## config.mk

```make
export PLATFORM = sky130hd
export DESIGN_NAME = pkt_out_sched_flat
export DESIGN_NICKNAME = d
export VERILOG_FILES = /design/src/rtl/pkt_out_sched_pkg.sv /design/src/rtl/pkt_out_sched_if.sv /design/src/rtl/pkt_out_sched_rr_arbiter.sv /design/src/rtl/pkt_out_sched.sv /design/src/flat_wrapper.sv
export SDC_FILE = /design/constraint.sdc
export NUM_CORES = 1
export LEC_CHECK = 0
export BUFFER_PORTS_ARGS = -buffer_cell sky130_fd_sc_hd__buf_4
export CORE_ASPECT_RATIO = 2
export CORE_MARGIN = 2
export CORE_UTILIZATION = 50
export DETAILED_ROUTE_END_ITERATION = 7
export PLACE_DENSITY_LB_ADDON = 0.1
export SYNTH_ARGS = -nofsm -noshare
export SYNTH_HDL_FRONTEND = slang
export SYNTH_HIERARCHICAL = 1
export SYNTH_SLANG_ARGS = --single-unit
```

## constraint.sdc

```tcl
create_clock -name clk -period 3.5 [get_ports clk]
set_input_delay 0 -clock clk [delete_from_list [all_inputs] [get_ports clk]]
set_output_delay 0 -clock clk [all_outputs]
set_load 0.01 [all_outputs]
```

## src/rtl/pkt_out_sched_pkg.sv

```systemverilog
// ---------------------------------------------------------------------------
// pkt_out_sched_pkg
// Shared definitions for the per-output packet scheduler:
//   - scheduler FSM state encoding (IDLE / HDR / BODY)
//   - position and default width of the payload-length field in the header
// No ports (package).
// ---------------------------------------------------------------------------
package pkt_out_sched_pkg;

    // Scheduler FSM: IDLE arbitrates, HDR sends the header, BODY sends payload+CRC.
    typedef enum logic [1:0] {
        ST_IDLE = 2'd0,
        ST_HDR  = 2'd1,
        ST_BODY = 2'd2
    } sched_state_e;

    // The payload byte count sits in the low bits of the header byte.
    localparam int HDR_LEN_LSB   = 0;
    localparam int DEF_LEN_WIDTH = 6;

endpackage

```

## src/rtl/pkt_out_sched_if.sv

```systemverilog
// ---------------------------------------------------------------------------
// pkt_out_sched_if
// Bundles the FIFO-side and output-stream-side signals of pkt_out_sched.
//   pkt_commit [NUM_PORTS]            : one complete good packet landed in FIFO i
//   fifo_empty [NUM_PORTS]            : FIFO i empty
//   fifo_data  [NUM_PORTS*DATA_WIDTH] : FWFT head byte of FIFO i (slice i)
//   fifo_pop   [NUM_PORTS]            : pop strobe, at most one bit high
//   out_data/out_valid/out_ready      : byte stream to the output port
//   out_sop/out_eop                   : header byte / CRC (last) byte markers
//   out_src    [PORT_WIDTH]           : index of the granted FIFO
// Modports: master = scheduler view, slave = FIFOs + downstream view.
// ---------------------------------------------------------------------------
interface pkt_out_sched_if
    import pkt_out_sched_pkg::*;
#(
    parameter int NUM_PORTS  = 4,
    parameter int PORT_WIDTH = 2,
    parameter int DATA_WIDTH = 8
);

    logic [NUM_PORTS-1:0]            pkt_commit;
    logic [NUM_PORTS-1:0]            fifo_empty;
    logic [NUM_PORTS*DATA_WIDTH-1:0] fifo_data;
    logic [NUM_PORTS-1:0]            fifo_pop;
    logic [DATA_WIDTH-1:0]           out_data;
    logic                            out_valid;
    logic                            out_ready;
    logic                            out_sop;
    logic                            out_eop;
    logic [PORT_WIDTH-1:0]           out_src;

    modport master (
        input  pkt_commit, fifo_empty, fifo_data, out_ready,
        output fifo_pop, out_data, out_valid, out_sop, out_eop, out_src
    );

    modport slave (
        output pkt_commit, fifo_empty, fifo_data, out_ready,
        input  fifo_pop, out_data, out_valid, out_sop, out_eop, out_src
    );

endinterface

```

## src/rtl/pkt_out_sched_rr_arbiter.sv

```systemverilog
// ---------------------------------------------------------------------------
// pkt_out_sched_rr_arbiter
// Round-robin pick among requesting ports. The search starts one above the
// last granted port and wraps, so the most recently served port has lowest
// priority. The pointer advances only when a grant is accepted (en && found).
//   clk, rst    : clock, asynchronous active-high reset
//   req         : per-port request (port has a committed packet pending)
//   en          : arbitration enabled this cycle (scheduler idle)
//   grant_idx   : chosen port index (valid when grant_found)
//   grant_found : at least one port is requesting
// ---------------------------------------------------------------------------
module pkt_out_sched_rr_arbiter
    import pkt_out_sched_pkg::*;
#(
    parameter int NUM_PORTS  = 4,
    parameter int PORT_WIDTH = 2
) (
    input  logic                  clk,
    input  logic                  rst,
    input  logic [NUM_PORTS-1:0]  req,
    input  logic                  en,
    output logic [PORT_WIDTH-1:0] grant_idx,
    output logic                  grant_found
);

    // Reset pointer to the top port so port 0 is searched first.
    localparam logic [PORT_WIDTH-1:0] RR_RESET = PORT_WIDTH'(NUM_PORTS - 1);

    logic [PORT_WIDTH-1:0] rr_ptr;

    // Search rr_ptr+1 .. rr_ptr+NUM_PORTS (mod NUM_PORTS) for the first request
    always_comb begin
        int                    cand;
        logic [PORT_WIDTH-1:0] cand_idx;
        logic                  hit;
        grant_found = 1'b0;
        grant_idx   = {PORT_WIDTH{1'b0}};
        cand        = 0;
        cand_idx    = {PORT_WIDTH{1'b0}};
        hit         = 1'b0;
        for (int k = 1; k <= NUM_PORTS; k++) begin
            cand        = (int'(rr_ptr) + k) % NUM_PORTS;
            cand_idx    = PORT_WIDTH'(cand);
            hit         = !grant_found && req[cand_idx];
            grant_idx   = hit ? cand_idx : grant_idx;
            grant_found = grant_found | req[cand_idx];
        end
    end

    // Pointer register: remembers the last accepted grant
    always_ff @(posedge clk or posedge rst) begin
        if (rst) begin
            rr_ptr <= RR_RESET;
        end else if (en && grant_found) begin
            rr_ptr <= grant_idx;
        end else begin
            rr_ptr <= rr_ptr;
        end
    end

endmodule

```

## src/rtl/pkt_out_sched.sv

```systemverilog
// ---------------------------------------------------------------------------
// pkt_out_sched
// Per-output packet scheduler. Counts committed packets per input FIFO,
// round-robins among FIFOs with at least one committed packet, then streams
// that whole packet (header + LEN payload + CRC) onto the output. Only
// committed packets are ever read, so a packet still being written (and
// possibly flushed) is never touched, and packets never interleave.
//   clk, rst : clock, asynchronous active-high reset
//   bus      : pkt_out_sched_if.master (FIFO side + output stream)
//   busy     : a packet is in progress (state != IDLE)
//   cnt_ovf  : sticky, a commit arrived while its counter was saturated
// ---------------------------------------------------------------------------
module pkt_out_sched
    import pkt_out_sched_pkg::*;
#(
    parameter int NUM_PORTS  = 4,
    parameter int PORT_WIDTH = 2,
    parameter int DATA_WIDTH = 8,
    parameter int LEN_WIDTH  = DEF_LEN_WIDTH,
    parameter int CNT_WIDTH  = 4
) (
    input  logic            clk,
    input  logic            rst,
    pkt_out_sched_if.master bus,
    output logic            busy,
    output logic            cnt_ovf
);

    localparam logic [CNT_WIDTH-1:0] CNT_ZERO = {CNT_WIDTH{1'b0}};
    localparam logic [CNT_WIDTH-1:0] CNT_ONE  = {{(CNT_WIDTH-1){1'b0}}, 1'b1};
    localparam logic [CNT_WIDTH-1:0] CNT_MAX  = {CNT_WIDTH{1'b1}};
    // rem is one bit wider than LEN so that LEN+1 never wraps.
    localparam logic [LEN_WIDTH:0]   REM_ONE  = {{LEN_WIDTH{1'b0}}, 1'b1};

    sched_state_e          state, state_next;
    logic [PORT_WIDTH-1:0] grant, grant_next;
    logic [LEN_WIDTH:0]    rem, rem_next;

    logic [CNT_WIDTH-1:0]  pend      [NUM_PORTS];
    logic [CNT_WIDTH-1:0]  pend_next [NUM_PORTS];
    logic [NUM_PORTS-1:0]  req;
    logic [NUM_PORTS-1:0]  dec_vec;
    logic                  ovf_hit;

    logic                  arb_en;
    logic                  arb_found;
    logic [PORT_WIDTH-1:0] arb_idx;

    logic [DATA_WIDTH-1:0] sel_data;
    logic                  sel_empty;
    logic                  xfer;
    logic                  hdr_xfer;

    pkt_out_sched_rr_arbiter #(
        .NUM_PORTS  (NUM_PORTS),
        .PORT_WIDTH (PORT_WIDTH)
    ) u_rr_arbiter (
        .clk         (clk),
        .rst         (rst),
        .req         (req),
        .en          (arb_en),
        .grant_idx   (arb_idx),
        .grant_found (arb_found)
    );

    // Select the granted FIFO's head byte and empty flag
    always_comb begin
        sel_data  = {DATA_WIDTH{1'b0}};
        sel_empty = 1'b1;
        for (int i = 0; i < NUM_PORTS; i++) begin
            sel_data  = (grant == PORT_WIDTH'(i)) ? bus.fifo_data[i*DATA_WIDTH +: DATA_WIDTH] : sel_data;
            sel_empty = (grant == PORT_WIDTH'(i)) ? bus.fifo_empty[i] : sel_empty;
        end
    end

    // The output stream is a direct view of the granted FIFO; a FIFO that runs
    // dry mid-packet just drops out_valid until more bytes arrive.
    assign bus.out_data  = sel_data;
    assign bus.out_valid = (state != ST_IDLE) && !sel_empty;
    assign bus.out_sop   = (state == ST_HDR);
    assign bus.out_eop   = (state == ST_BODY) && (rem == REM_ONE);
    assign bus.out_src   = grant;
    assign busy          = (state != ST_IDLE);
    assign xfer          = bus.out_valid && bus.out_ready;
    assign hdr_xfer      = xfer && (state == ST_HDR);

    // Pop strobe to the granted FIFO on every accepted byte
    always_comb begin
        bus.fifo_pop = {NUM_PORTS{1'b0}};
        for (int i = 0; i < NUM_PORTS; i++) begin
            bus.fifo_pop[i] = xfer && (grant == PORT_WIDTH'(i));
        end
    end

    // A header transfer consumes one committed packet of the granted port
    assign dec_vec = bus.fifo_pop & {NUM_PORTS{hdr_xfer}};

    // Request vector for the arbiter: ports with a committed packet waiting
    always_comb begin
        req = {NUM_PORTS{1'b0}};
        for (int i = 0; i < NUM_PORTS; i++) begin
            req[i] = (pend[i] != CNT_ZERO);
        end
    end

    // Pending-packet counter next values; saturate and flag on overflow
    always_comb begin
        ovf_hit = 1'b0;
        for (int i = 0; i < NUM_PORTS; i++) begin
            pend_next[i] = pend[i];
            case ({bus.pkt_commit[i], dec_vec[i]})
                2'b10: begin
                    if (pend[i] == CNT_MAX) begin
                        pend_next[i] = pend[i];
                        ovf_hit      = 1'b1;
                    end else begin
                        pend_next[i] = pend[i] + CNT_ONE;
                    end
                end
                2'b01:   pend_next[i] = pend[i] - CNT_ONE;
                default: pend_next[i] = pend[i];
            endcase
        end
    end

    // Counter and sticky overflow registers
    always_ff @(posedge clk or posedge rst) begin
        if (rst) begin
            for (int i = 0; i < NUM_PORTS; i++) begin
                pend[i] <= CNT_ZERO;
            end
            cnt_ovf <= 1'b0;
        end else begin
            for (int i = 0; i < NUM_PORTS; i++) begin
                pend[i] <= pend_next[i];
            end
            cnt_ovf <= cnt_ovf | ovf_hit;
        end
    end

    // FSM next state, grant capture and remaining-byte counter
    always_comb begin
        state_next = state;
        grant_next = grant;
        rem_next   = rem;
        arb_en     = 1'b0;
        case (state)
            ST_IDLE: begin
                arb_en = 1'b1;
                if (arb_found) begin
                    grant_next = arb_idx;
                    state_next = ST_HDR;
                end else begin
                    state_next = ST_IDLE;
                end
            end
            ST_HDR: begin
                if (xfer) begin
                    // payload bytes plus the trailing CRC byte
                    rem_next   = {1'b0, bus.out_data[HDR_LEN_LSB +: LEN_WIDTH]} + REM_ONE;
                    state_next = ST_BODY;
                end else begin
                    state_next = ST_HDR;
                end
            end
            ST_BODY: begin
                if (xfer) begin
                    rem_next = rem - REM_ONE;
                    if (rem == REM_ONE) begin
                        state_next = ST_IDLE;
                    end else begin
                        state_next = ST_BODY;
                    end
                end else begin
                    state_next = ST_BODY;
                end
            end
            default: begin
                state_next = ST_IDLE;
            end
        endcase
    end

    // FSM state, grant and rem registers
    always_ff @(posedge clk or posedge rst) begin
        if (rst) begin
            state <= ST_IDLE;
            grant <= {PORT_WIDTH{1'b0}};
            rem   <= {(LEN_WIDTH+1){1'b0}};
        end else begin
            state <= state_next;
            grant <= grant_next;
            rem   <= rem_next;
        end
    end

endmodule

```

## src/flat_wrapper.sv

```systemverilog
// flat-port wrapper written by rule: the top's interface ports become plain ports
module pkt_out_sched_flat import pkt_out_sched_pkg::*;
#(
    parameter int NUM_PORTS  = 4,
    parameter int PORT_WIDTH = 2,
    parameter int DATA_WIDTH = 8,
    parameter int LEN_WIDTH  = DEF_LEN_WIDTH,
    parameter int CNT_WIDTH  = 4
)
  (clk, rst, busy, cnt_ovf, bus_pkt_commit, bus_fifo_empty, bus_fifo_data, bus_out_ready, bus_fifo_pop, bus_out_data, bus_out_valid, bus_out_sop, bus_out_eop, bus_out_src);
  pkt_out_sched_if #(.NUM_PORTS(NUM_PORTS), .PORT_WIDTH(PORT_WIDTH), .DATA_WIDTH(DATA_WIDTH)) bus_i ();
  input  logic clk;
  input  logic rst;
  output logic busy;
  output logic cnt_ovf;
  input wire logic [$bits(bus_i.pkt_commit)-1:0] bus_pkt_commit;
  input wire logic [$bits(bus_i.fifo_empty)-1:0] bus_fifo_empty;
  input wire logic [$bits(bus_i.fifo_data)-1:0] bus_fifo_data;
  input wire logic [$bits(bus_i.out_ready)-1:0] bus_out_ready;
  output wire logic [$bits(bus_i.fifo_pop)-1:0] bus_fifo_pop;
  output wire logic [$bits(bus_i.out_data)-1:0] bus_out_data;
  output wire logic [$bits(bus_i.out_valid)-1:0] bus_out_valid;
  output wire logic [$bits(bus_i.out_sop)-1:0] bus_out_sop;
  output wire logic [$bits(bus_i.out_eop)-1:0] bus_out_eop;
  output wire logic [$bits(bus_i.out_src)-1:0] bus_out_src;
  assign bus_i.pkt_commit = bus_pkt_commit;
  assign bus_i.fifo_empty = bus_fifo_empty;
  assign bus_i.fifo_data = bus_fifo_data;
  assign bus_i.out_ready = bus_out_ready;
  assign bus_fifo_pop = bus_i.fifo_pop;
  assign bus_out_data = bus_i.out_data;
  assign bus_out_valid = bus_i.out_valid;
  assign bus_out_sop = bus_i.out_sop;
  assign bus_out_eop = bus_i.out_eop;
  assign bus_out_src = bus_i.out_src;
  pkt_out_sched #(.NUM_PORTS(NUM_PORTS), .PORT_WIDTH(PORT_WIDTH), .DATA_WIDTH(DATA_WIDTH), .LEN_WIDTH(LEN_WIDTH), .CNT_WIDTH(CNT_WIDTH)) u_core (.clk(clk), .rst(rst), .bus(bus_i), .busy(busy), .cnt_ovf(cnt_ovf));
endmodule
```

-- Word level (Yosys, flattened, before mapping)
Cells that the tools add are included.
- flip-flop bits (word level): 30
- bits of input ports: 43
- output and inout bits: 19
- logic and storage cells: 135
- add/sub/neg operators: 14
- magnitude comparators: 4
- equality and inequality tests: 24
- mux-type cells: 45
- bitwise operators: 5
- reductions and logical operators: 34
- operator list (operator ; count):
    8-bit 2-to-1 mux ; 4
    4-bit case mux with 2 select lines ; 4
    1-bit 2-to-1 mux ; 18
    4-bit by 1-bit adder with 4-bit output, second input constant ; 4
    4-bit equality test, second input constant ; 4
    4-bit 2-to-1 mux ; 4
    4-bit nonzero test ; 4
    4-bit by 1-bit subtractor with 4-bit output, second input constant ; 4
    2-bit equality test, second input constant ; 7
    2-bit 2-to-1 mux ; 7
    7-bit 2-to-1 mux ; 2
    7-bit case mux with 2 select lines ; 1
    2-bit by 1-bit equality test with 1-bit output, second input constant ; 6
    1-bit logical AND ; 12
    2-bit by 3-bit < comparator with 1-bit output, second input constant ; 4
    2-bit nonzero test ; 6
    2-bit AND reduction ; 5
    1-bit binary-select mux with 2-bit select ; 4
    2-bit != test, second input constant ; 4
    6-bit by 1-bit adder with 7-bit output, second input constant ; 1
    7-bit by 1-bit equality test with 1-bit output, second input constant ; 1
    7-bit by 1-bit subtractor with 7-bit output, second input constant ; 1
    2-bit case mux with 3 select lines ; 1
    2-bit by 1-bit adder with 2-bit output, second input constant ; 2
    7 further kinds ; 16

-- Logic depth before layout (Yosys ltp)
- depth after elaboration: 19
- depth in mapped cells: 12
- depth with buffers taken out: 12

-- By module
Netlist, hierarchy kept.
- by module, submodules not included (module ; instances ; cells an instance ; area an instance (sq um)):
    pkt_out_sched ; 1 ; 237 ; 2314.7
    pkt_out_sched_rr_arbiter ; 1 ; 25 ; 227.7

-- Worst setup path before layout
Ideal clock, no wire load.
- path kind: flip-flop to flip-flop
- start point: register u_core.state[1]
- end point: register u_core/pend[3] in the netlist's numbering
- arrival: 2.683 ns
- data required time: 3.376 ns
- path slack: 0.693 ns
- stages on the path, launching flop included: 13
- path buffers: 0
- cell sequence: dfrtp_1 > inv_1 > ha_1 > nand4b_1 > or3b_4 > or2_2 > inv_1 > ha_1 > a21o_1 > a21o_1 > and3_1 > nor3_1 > a21oi_1
- RTL lines (item ; line ; text):
    start, declared ; pkt_out_sched.sv:35 ; sched_state_e state, state_next;
    start signal, assigned ; pkt_out_sched.sv:191 ; state <= state_next;
    2-bit by 1-bit equality test with 1-bit output * ; n/a ;
    named net bus_out_sop ; flat_wrapper.sv:23 ; output wire logic [$bits(bus_i.out_sop)-1:0] bus_out_sop;
    1-bit logical AND * ; pkt_out_sched.sv:85 ; assign hdr_xfer = xfer && (state == ST_HDR);
    4-bit bitwise AND * ; pkt_out_sched.sv:96 ; assign dec_vec = bus.fifo_pop & {NUM_PORTS{hdr_xfer}};
    2-bit equality test or 2-bit by 1-bit equality test with 1-bit output (tied branches) ; pkt_out_sched.sv:111 ; case ({bus.pkt_commit[i], dec_vec[i]})
    2-bit != test (no line) or 2-bit nonzero test (tied branches) ; n/a ;
    2-bit AND reduction (no line) ; n/a ;
    end signal, assigned by index ; pkt_out_sched.sv:135 ; pend[i] <= pend_next[i];
    end, declared ; pkt_out_sched.sv:39 ; logic [CNT_WIDTH-1:0] pend [NUM_PORTS];
The timed path passes the listed nets; every way through them passes the cells marked *.
A chain may end at the register's enable or synchronous reset.

-- Worst setup path in the final report
- start point: register u_core.state[1]
- end point: register u_core/pend[3] in the netlist's numbering
- longest elaborated chain between the ends: 8
- RTL lines (item ; line ; text):
    2-bit nonzero test ; pkt_out_sched.sv:79 ; assign bus.out_valid = (state != ST_IDLE) && !sel_empty;
    1-bit logical AND ; pkt_out_sched.sv:79 ;
    1-bit logical AND ; pkt_out_sched.sv:84 ; assign xfer = bus.out_valid && bus.out_ready;
    1-bit logical AND (on tied branches) ; pkt_out_sched.sv:91, pkt_out_sched.sv:85 ;
    4-bit bitwise AND * ; pkt_out_sched.sv:96 ;
    2-bit equality test or 2-bit by 1-bit equality test with 1-bit output (tied branches) ; pkt_out_sched.sv:111 ;
    2-bit != test (no line) or 2-bit nonzero test (tied branches) ; n/a ;
    2-bit AND reduction (no line) ; n/a ;
Every way passes the cells marked *; elsewhere a longest branch is shown, timed or not.

==> impl_results.md <==
* Family with the most delay on the worst path: simple AND/OR/NAND/NOR gates
* Worst-path clk slew at 0.07 ns
* WS Path Type: flop to flop
* WL per Instance at 16.4 um
* H-tree lvl count at 2
* CTS Buffer Depth at 2
* Switching Share at 0.422
* Largest net degree at the start of global routing at 29
* Yosys reg bits at 30
* Sw power at 1.22 mW
* # clock sinks at 30
* Antenna violations before repair at 0
* Period utilisation layout at 0.851
* Power per cell area at 910 nW/um^2
* RSZ-0062 raised after global routing: false
* Gr ovfl total at 0
* Post-synth EDFFs at 0
* Synth Instances at 262
* Reg2reg setup slack at 0.52 ns
* FP Rows at 36
* Slew Viols, Final at 0
* Core Box Area at 4860 sq um
* GP Congestion at 0.730
* Vias in the first global route at 2267
* Period minus WS final at 2.98 ns
* Slew headroom at 0.231
* Total track usage at 0.242
* Top_reg_cell synth: dfrtp_1
* Cells along the critical path: inv_1 > ha_1 > nand4b_1 > or3b_4 > or2_2 > inv_1 > ha_1 > a21o_1 > a21o_1 > and3_1 > nor3_1 > a21oi_1
* Final Hold Fails at 0
* Asr flop ratio synth at 1.00
* Arrival time worst endpoint at 3.16 ns
* Syn nets at 324
* DR vias at 2286
* Max cap viols at 0
* Inserted Clock Buffers at 5
* DP Area at 3030 sq um
* Final setup violation count at 0
* Cell Int Power at 1.67 mW
* CP max stage cell: or3b_4
* Largest area contributor in the netlist: dfrtp_1
* Nets at 389
* CP startpoint kind: flop
* Seq/Total Area, Yosys at 0.296
* Setup TNS Final at 0 ns
* Crit path required time at 3.68 ns
* Status: completed
* DR iter-0 viols at 47
* Clock Power Share at 0.155
* CP endpoint kind: flop
* Die W at 54.4 um
* DRC at 0
* Drt via density at 5.94
* 1st-pass router iterations at 4
* Yosys Warn Count at 6
* Inserted Diodes at 0
* Die area at 5710 sq um
* Die height at 105 um
* Post-Layout Inst Area at 3180 sq um
* Post-CTS Resized at 0
* CTS tree: yes
* Fillers at 419
* Buffers plus inverters on the worst setup path at 2
* Initial Utilization at 0.523
* Post-synth top area share at 0.276
* Synth cell count leaders: dfrtp_1 (28), inv_1 (25), nor2_1 (20), nand2_1 (17), a21oi_1 (16)
* Post-Syn Area at 2540 sq um
* VDD IR-drop max at 0.000590 V
* Setup Fix Bufs, Post-CTS at 0
* Worst min path class: input port to flop
* Reg power frac at 0.253
* Yosys cell types at 58
* ANT nets after route at 0
* Crit Path Max Fanout at 7
* First-pass GRT wire length at 10.1 mm
* Area Overhead vs Synth at 25.0%
* Worst-Margin Slew at 1.15 ns
* Clock skew at 0.00825 ns
* Worst skew pair latency at 0.29 ns
* CP max stage delay at 0.42 ns
* Fmax at 336 MHz
* Combinational cell fraction of total power at 0.592
* Syn_area_per_cell at 9.70 sq um
* Layout cell share with drive strength beyond 1 at 0.314
* Top Ports at 62
* Area contributors post-synth: dfrtp_1 (28%), ha_1 (7.4%), xnor2_1 (4.5%)
* Post-DP HPWL at 5.02 mm
* Lkg Pwr at 1.54 nW
* Final wirelength at 6.31 mm
* Most frequent cell after synthesis: dfrtp_1
* PortBufs at 61
* Root Buffer: clkbuf_8
==> power by group through the flow <==
stage          sequential (mW)  clock, mW  combinational [mW]
2_1_floorplan            0.687          0                1.30
3_3_place_gp             0.727          0                1.68
3_5_place_dp             0.733          0                1.72
4_1_cts                  0.730      0.458                1.73
5_1_grt                  0.762      0.474                1.89
6_report                 0.733      0.448                1.71
==> routing by layer <==
metal	up-vias	part of all wire	global-route usage
li1	1089	-	-
met1	1096	0.34	0.228
met2	80	0.58	0.454
met3	21	0.047	0.0400
met4	0	0.036	0.121
met5	-	0	0
==> area by class of cell <==
type                       count  area, sq um  share of cell area
clock inverter                 2         60.1              0.0189
clock buffer                   6         82.6              0.0260
tap                           57         71.3              0.0224
inverter                      26         97.6              0.0307
timing repair buffer          64          483               0.152
multi-input combinational    200         1630               0.513
sequential                    30          753               0.237
==> final timing paths <==
| kind | start | to | cells after the start |
|---|---|---|---|
| setup / recovery | u_core/state[1] | u_core/pend[3] | 12 |
| hold / removal | bus_pkt_commit[3] | u_core/cnt_ovf | 3 |
| setup reg to reg | u_core/state[1] | u_core/pend[3] | 12 |
| hold reg to reg | u_core/pend[7] | u_core/pend[7] | 1 |
| max in group asynchronous | rst | u_core/pend[12] | 3 |
| min in group asynchronous | rst | u_core/u_rr_arbiter/rr_ptr[0] | 3 |
==> layout by cell type, fill, tap and decap left out, types with 3 or more instances in the layout <==
master | synthesis | layout
buf_4 | 0 | 63
dfrtp_1 | 28 | 28
inv_1 | 25 | 25
nor2_1 | 20 | 20
nand2_1 | 17 | 17
a21oi_1 | 16 | 16
ha_1 | 15 | 15
xnor2_1 | 13 | 13
nand3_1 | 11 | 11
o21ai_0 | 8 | 8
nor3_1 | 8 | 8
mux2_2 | 7 | 7
clkbuf_8 | 0 | 6
a21o_1 | 6 | 6
nand4_1 | 5 | 5
mux2i_1 | 5 | 5
mux4_2 | 5 | 5
or4_1 | 5 | 5
and3_1 | 5 | 5
fa_1 | 4 | 4
nand4b_1 | 3 | 3
mux4_1 | 3 | 3
o22ai_1 | 3 | 3
==> metrics by stage <==
stage	setup WS, ns	power (mW)	std cells	hold slack, ns	utilization
final	0.521	2.89	385	0.00276	0.653
after global routing	0.324	3.13	385	0.0189	0.653
after CTS	0.501	2.92	385	0.00762	0.653
after detailed placement	0.511	2.45	376	0.0555	0.622
after global placement	0.605	2.41	376	0.0524	0.622
after floorplan	0.693	1.99	262	-0.0885	-
==> what timing repair did <==
action / 4_1_cts / 5_1_grt
hold buffers: 1 / 0
hold endpoints to repair: 2 / 0
endpoints found under the setup margin: 0 / 0
==> registers in the layout (all words and copies together), names as in the netlist <==
name	count
u_core/cnt_ovf	1
u_core/pend	16
u_core/bus.out_src	2
u_core/rem	7
u_core/state	2
u_core/u_rr_arbiter/rr_ptr	2
==> cell families (layout without fill, tap and decap cells) <==
| group | Yosys count | after routing | synth area share |
|---|---|---|---|
| buffers and inverters | 32 | 98 | 0.0625 |
| multiplexers | 21 | 21 | 0.132 |
| AND/OR/NAND/NOR | 95 | 95 | 0.209 |
| AO/OA/AOI/OAI | 50 | 50 | 0.144 |
| flip-flops | 30 | 30 | 0.296 |
| adder cells (fa/ha/maj) | 19 | 19 | 0.105 |
| XOR/XNOR | 15 | 15 | 0.0517 |
==> worst min-delay path: stages <==
cell and delay, ns:
buf_4 0.10, nand3_1 0.06, o311ai_0 0.09
No activity file was read; power rests on OpenSTA's default activity.
